<file path="src/rtl/id_hazard_controller.sv">
// ID-stage hazard controller: load-use stall and taken-branch flush sequencing
// with saturating event counters for a classic 5-stage MIPS-style pipeline.
module id_hazard_controller #(
  parameter int STALL_CYCLES = 1,
  parameter int FLUSH_CYCLES = 1
) (
  input  logic        clk,
  input  logic        rst,
  input  logic [4:0]  id_rs,
  input  logic [4:0]  id_rt,
  input  logic [5:0]  id_opcode,
  input  logic        ex_MemRead,
  input  logic [4:0]  ex_rt,
  input  logic        mem_branch_taken,
  output logic        pc_write,
  output logic        ifid_write,
  output logic        idex_bubble,
  output logic        flush,
  output logic [1:0]  state,
  output logic [15:0] stall_count,
  output logic [15:0] flush_count
);

  // state    | meaning
  // ST_RUN   | normal issue, hazard/branch evaluated
  // ST_STALL | extra load-use bubbles, r_cnt counts remaining-1
  // ST_FLUSH | extra flush cycles, r_cnt counts remaining-1
  // ST_UNUSED| unreachable, recovers to ST_RUN
  typedef enum logic [1:0] {
    ST_RUN    = 2'd0,
    ST_STALL  = 2'd1,
    ST_FLUSH  = 2'd2,
    ST_UNUSED = 2'd3
  } state_t;

  // The first bubble/flush cycle happens in RUN (Mealy), so the counter
  // only covers the cycles after it.
  localparam logic [2:0] LP_STALL_RELOAD = 3'((STALL_CYCLES > 1) ? (STALL_CYCLES - 2) : 0);
  localparam logic [2:0] LP_FLUSH_RELOAD = 3'((FLUSH_CYCLES > 1) ? (FLUSH_CYCLES - 2) : 0);

  state_t      r_state;
  state_t      w_state_nxt;
  logic [2:0]  r_cnt;
  logic [2:0]  w_cnt_nxt;
  logic [15:0] r_stall_count;
  logic [15:0] r_flush_count;

  logic w_uses_rt;
  logic w_hazard;
  logic w_pc_write;
  logic w_ifid_write;
  logic w_idex_bubble;
  logic w_flush;
  logic w_stall_inc;
  logic w_flush_inc;

  assign w_uses_rt = (id_opcode == 6'b000000) || (id_opcode == 6'b000100) ||
                     (id_opcode == 6'b101011);

  assign w_hazard = ex_MemRead && (ex_rt != 5'd0) &&
                    ((ex_rt == id_rs) || (w_uses_rt && (ex_rt == id_rt)));

  always_comb begin
    w_state_nxt   = ST_RUN;
    w_cnt_nxt     = r_cnt;
    w_pc_write    = 1'b1;
    w_ifid_write  = 1'b1;
    w_idex_bubble = 1'b0;
    w_flush       = 1'b0;

    if (rst) begin
      w_pc_write    = 1'b0;
      w_ifid_write  = 1'b0;
      w_idex_bubble = 1'b1;
      w_cnt_nxt     = 3'd0;
    end else if (mem_branch_taken) begin
      // A taken branch overrides everything, including an in-progress stall.
      w_idex_bubble = 1'b1;
      w_flush       = 1'b1;
      if (FLUSH_CYCLES > 1) begin
        w_state_nxt = ST_FLUSH;
        w_cnt_nxt   = LP_FLUSH_RELOAD;
      end
    end else begin
      case (r_state)
        ST_RUN: begin
          if (w_hazard) begin
            w_pc_write    = 1'b0;
            w_ifid_write  = 1'b0;
            w_idex_bubble = 1'b1;
            if (STALL_CYCLES > 1) begin
              w_state_nxt = ST_STALL;
              w_cnt_nxt   = LP_STALL_RELOAD;
            end
          end
        end
        ST_STALL: begin
          w_pc_write    = 1'b0;
          w_ifid_write  = 1'b0;
          w_idex_bubble = 1'b1;
          if (r_cnt != 3'd0) begin
            w_state_nxt = ST_STALL;
            w_cnt_nxt   = r_cnt - 3'd1;
          end
        end
        ST_FLUSH: begin
          w_idex_bubble = 1'b1;
          w_flush       = 1'b1;
          if (r_cnt != 3'd0) begin
            w_state_nxt = ST_FLUSH;
            w_cnt_nxt   = r_cnt - 3'd1;
          end
        end
        default: begin
          w_state_nxt = ST_RUN;
          w_cnt_nxt   = 3'd0;
        end
      endcase
    end
  end

  assign w_stall_inc = w_idex_bubble && !w_flush && !rst;
  assign w_flush_inc = w_flush && !rst;

  always_ff @(posedge clk) begin
    if (rst) begin
      r_state       <= ST_RUN;
      r_cnt         <= 3'd0;
      r_stall_count <= 16'd0;
      r_flush_count <= 16'd0;
    end else begin
      r_state <= w_state_nxt;
      r_cnt   <= w_cnt_nxt;
      if (w_stall_inc && (r_stall_count != 16'hFFFF)) begin
        r_stall_count <= r_stall_count + 16'd1;
      end
      if (w_flush_inc && (r_flush_count != 16'hFFFF)) begin
        r_flush_count <= r_flush_count + 16'd1;
      end
    end
  end

  assign pc_write    = w_pc_write;
  assign ifid_write  = w_ifid_write;
  assign idex_bubble = w_idex_bubble;
  assign flush       = w_flush;
  assign state       = r_state;
  assign stall_count = r_stall_count;
  assign flush_count = r_flush_count;

endmodule

</file>
<file path="config.mk">
export PLATFORM = sky130hd
export DESIGN_NAME = id_hazard_controller
export DESIGN_NICKNAME = d
export VERILOG_FILES = /design/src/rtl/id_hazard_controller.sv
export SDC_FILE = /design/constraint.sdc
export NUM_CORES = 1
export LEC_CHECK = 0
export ABC_AREA = 1
export BUFFER_PORTS_ARGS = -buffer_cell sky130_fd_sc_hd__buf_2
export CAP_MARGIN = 20
export CORE_MARGIN = 4
export CORE_UTILIZATION = 45
export DETAILED_ROUTE_END_ITERATION = 10
export GPL_ROUTABILITY_DRIVEN = 0
export PLACE_DENSITY = 0.72
export SLEW_MARGIN = 10
export SYNTH_ARGS = -nofsm -noshare
export SYNTH_HDL_FRONTEND = slang
export SYNTH_SLANG_ARGS = --single-unit
</file>
<file path="constraint.sdc">
create_clock -name clk -period 1.4 [get_ports clk]
set_clock_uncertainty 0.1 [all_clocks]
set_input_delay 0.28 -clock clk [delete_from_list [all_inputs] [get_ports clk]]
set_output_delay 0.28 -clock clk [all_outputs]
set_load 0.005 [all_outputs]
</file>
==> results.yml <==
status:
  run_status: "finished, violations left"
  violations: "negative setup slack"
worst_setup_path:
  cp_max_fo: 3
  r2r_slack_ps: -190
  crit_required_ps: 1020
  ff2ff_path_depth: 7
  start_kind: "input pin"
  cp.arrival_ps: 1390
  endpoint_kind: "output port"
  worstSetupPathType: "in2out"
routing:
  wirelength_um: 8519
  vias: 3049
  vias_per_cell: 5.124
  drc: 0
  wl_per_cell_um: 14.32
  drt_pass1_iterations: 4
  postRouteAntennaNets: 0
  drt_iter0_markers: 152
layout:
  drive_above_1_share_pct: 54.48
  antennaDiodeCount: 0
  finalNetCount: 557
  final_cells: 595
  layout_commonest_cell: "buf_4"
  stdcell_area_um2: 4109
  fillers: 380
  syn2layout_area_growth_pct: 65.94
  layout_common_cells: "buf_4 (85), nand2_1 (69), buf_2 (60)"
timing:
  relSlewSlack_pct: 82.61
  worst_slack_ps: -369.0
  drv_slew: 0
  fin_crit_sh_pct: 126.4
  setup-violations-final: 37
  hold_viol: 0
  period_needed_ps: 1769
  fin_tns_setup_ps: -6527
  rsz0062_at_grt: "true"
  worstMarginPinSlew_ps: 258.9
  max_freq_mhz: 565.3
synth:
  yosys.area.top_type: "dfxtp_1"
  syn_area_um2: 2476
  synthDistinctLibCells: 31
  ys_warn_count: 0
  ys_seq_area_share_pct: 29.91
  avgSynthCellArea_um2: 6.729
  ys_seq_elements: 37
  synthTopCellsByArea: "dfxtp_1 (30%), nand2_1 (15%), xor2_1 (8.1%)"
  synth_top_area_share_pct: 29.91
  syn_nets: 401
  synthCells: 368
pwr:
  p_leak_nw: 1.886
  power_density_nw_per_um2: 550.4
  peakVddDrop_uv: 455.1
placement:
  pre_cts_ws_ps: -343.6
  dp.cells: 568
  port-buffer-count: 62
  dp_hpwl_um: 5297
  place_area_um2: 3565
clocking:
  cts_made_buffers: 5
  clk_pin_slew_worst_paths_ps: 80
  cts_root_buf: "clkbuf_8"
  cts_tree: "built"
  clkLatencyLatePin_ps: 290
  cts_buffer_depth: 2
  clock-sinks: 37
  htree_levels: 2
global_route:
  antenna_found_initial: 0
  grt_first_pass_wirelength_um: 12140
  grt_util_all_layers_pct: 22.77
  first_global_vias: 2882
  grt-ovfl-total: 0
  grt_max_degree: 16
job:
  max_cap_violations: 0
die:
  die_h_um: 82.18
  fp.dieW_um: 82.18
  start_util_pct: 47.57
  pin_count: 63
  core_um2: 5205
  fp-row-count: 26
  die_area_um2: 6754
worst_hold_path:
  min_path_cells: 2
  hp-class: "reg2reg"
state kept, by name, summed over array words and instances, names as in the netlist:
| signal | count |
|---|---|
| flush_count | 16 |
| stall_count | 16 |
| r_cnt | 3 |
| state | 2 |
kinds of logic after synthesis:
kind of cell / share of synthesized area (%)
compound gates: 9.146
flops: 29.91
fa+ha+maj: 4.043
simple gates: 34.87
xor+xnor: 10.61
buf+inv: 11.42
Yosys cell counts, drive strengths merged:
| cell type | n |
|---|---|
| inv | 51 |
| a21oi | 35 |
| ha | 8 |
| nor3 | 14 |
| nor4 | 1 |
| o21ai | 8 |
| nand2 | 97 |
| clkinv | 1 |
| nand3 | 19 |
| buf | 7 |
| clkbuf | 5 |
| xnor2 | 7 |
| nand4 | 21 |
| xor2 | 23 |
| a211oi | 1 |
| nand3b | 1 |
| dfxtp | 37 |
| nor2 | 32 |
stage by stage:
step | util, % | total power, mW | hold WS [ps]
global route | 78.94 | 2.337 | 371.6
finish | 78.94 | 2.262 | 355.8
floorplan | - | 1.211 | 332.8
detailed placement | 68.49 | 1.314 | 357.5
global placement | 68.49 | 1.307 | 344.9
CTS | 73.22 | 2.221 | 284.6
report_power, final:
part | total (mW) | switching (mW) | leakage (nW) | internal, mW
clock | 0.915 | 0.405 | 0.0566 | 0.510
sequential | 1.05 | 0.00605 | 0.309 | 1.05
combinational | 0.293 | 0.169 | 1.52 | 0.124
total | 2.26 | 0.580 | 1.89 | 1.68
final timing paths:
check	from	to
max	ex_rt[3]	idex_bubble
min	r_cnt[1]$_SDFFE_PP0P_	r_cnt[1]$_SDFFE_PP0P_
max reg2reg	flush_count[12]$_SDFFE_PP0P_	flush_count[8]$_SDFFE_PP0P_
min reg2reg	r_cnt[1]$_SDFFE_PP0P_	r_cnt[1]$_SDFFE_PP0P_
cell type report:
cell class                      instances  area, um2  area share [%]
Timing Repair inverter                  1      7.507          0.1827
Inverter                               52      239.0           5.816
Clock buffer                            8      111.4           2.710
Multi-Input combinational cell        268       1795           43.70
Timing Repair Buffer                  159       1092           26.58
Sequential cell                        37      775.7           18.88
Tap cell                               70      87.58           2.132
metal layers:
| metal | up-vias | GRT usage, % | routed length (um) |
|---|---|---|---|
| met5 | - | 0 | 0 |
| met4 | 0 | 12.79 | 410 |
| met3 | 41 | 4.121 | 371 |
| met2 | 110 | 40.95 | 4468 |
| met1 | 1404 | 24.92 | 3268 |
| li1 | 1494 | - | - |
repair_timing:
item / CTS / global route
gates cloned: 4 / 1
pin swaps: 13 / 36
resized for setup: 26 / 68
hold buffers: 0 / 0
setup endpoints to repair: 39 / 39
setup buffers: 3 / 11
worst max-delay path: stages:
cell and delay, ps:
buf_2 160, inv_8 40, nand2_2 60, nand2_1 60
nor2_1 140, nand2_1 90, o21ai_2 180, nand2_4 80
nand2_4 70, nand2_2 60, nand2_2 70, buf_2 110
Power figures use the tool's default switching activity.
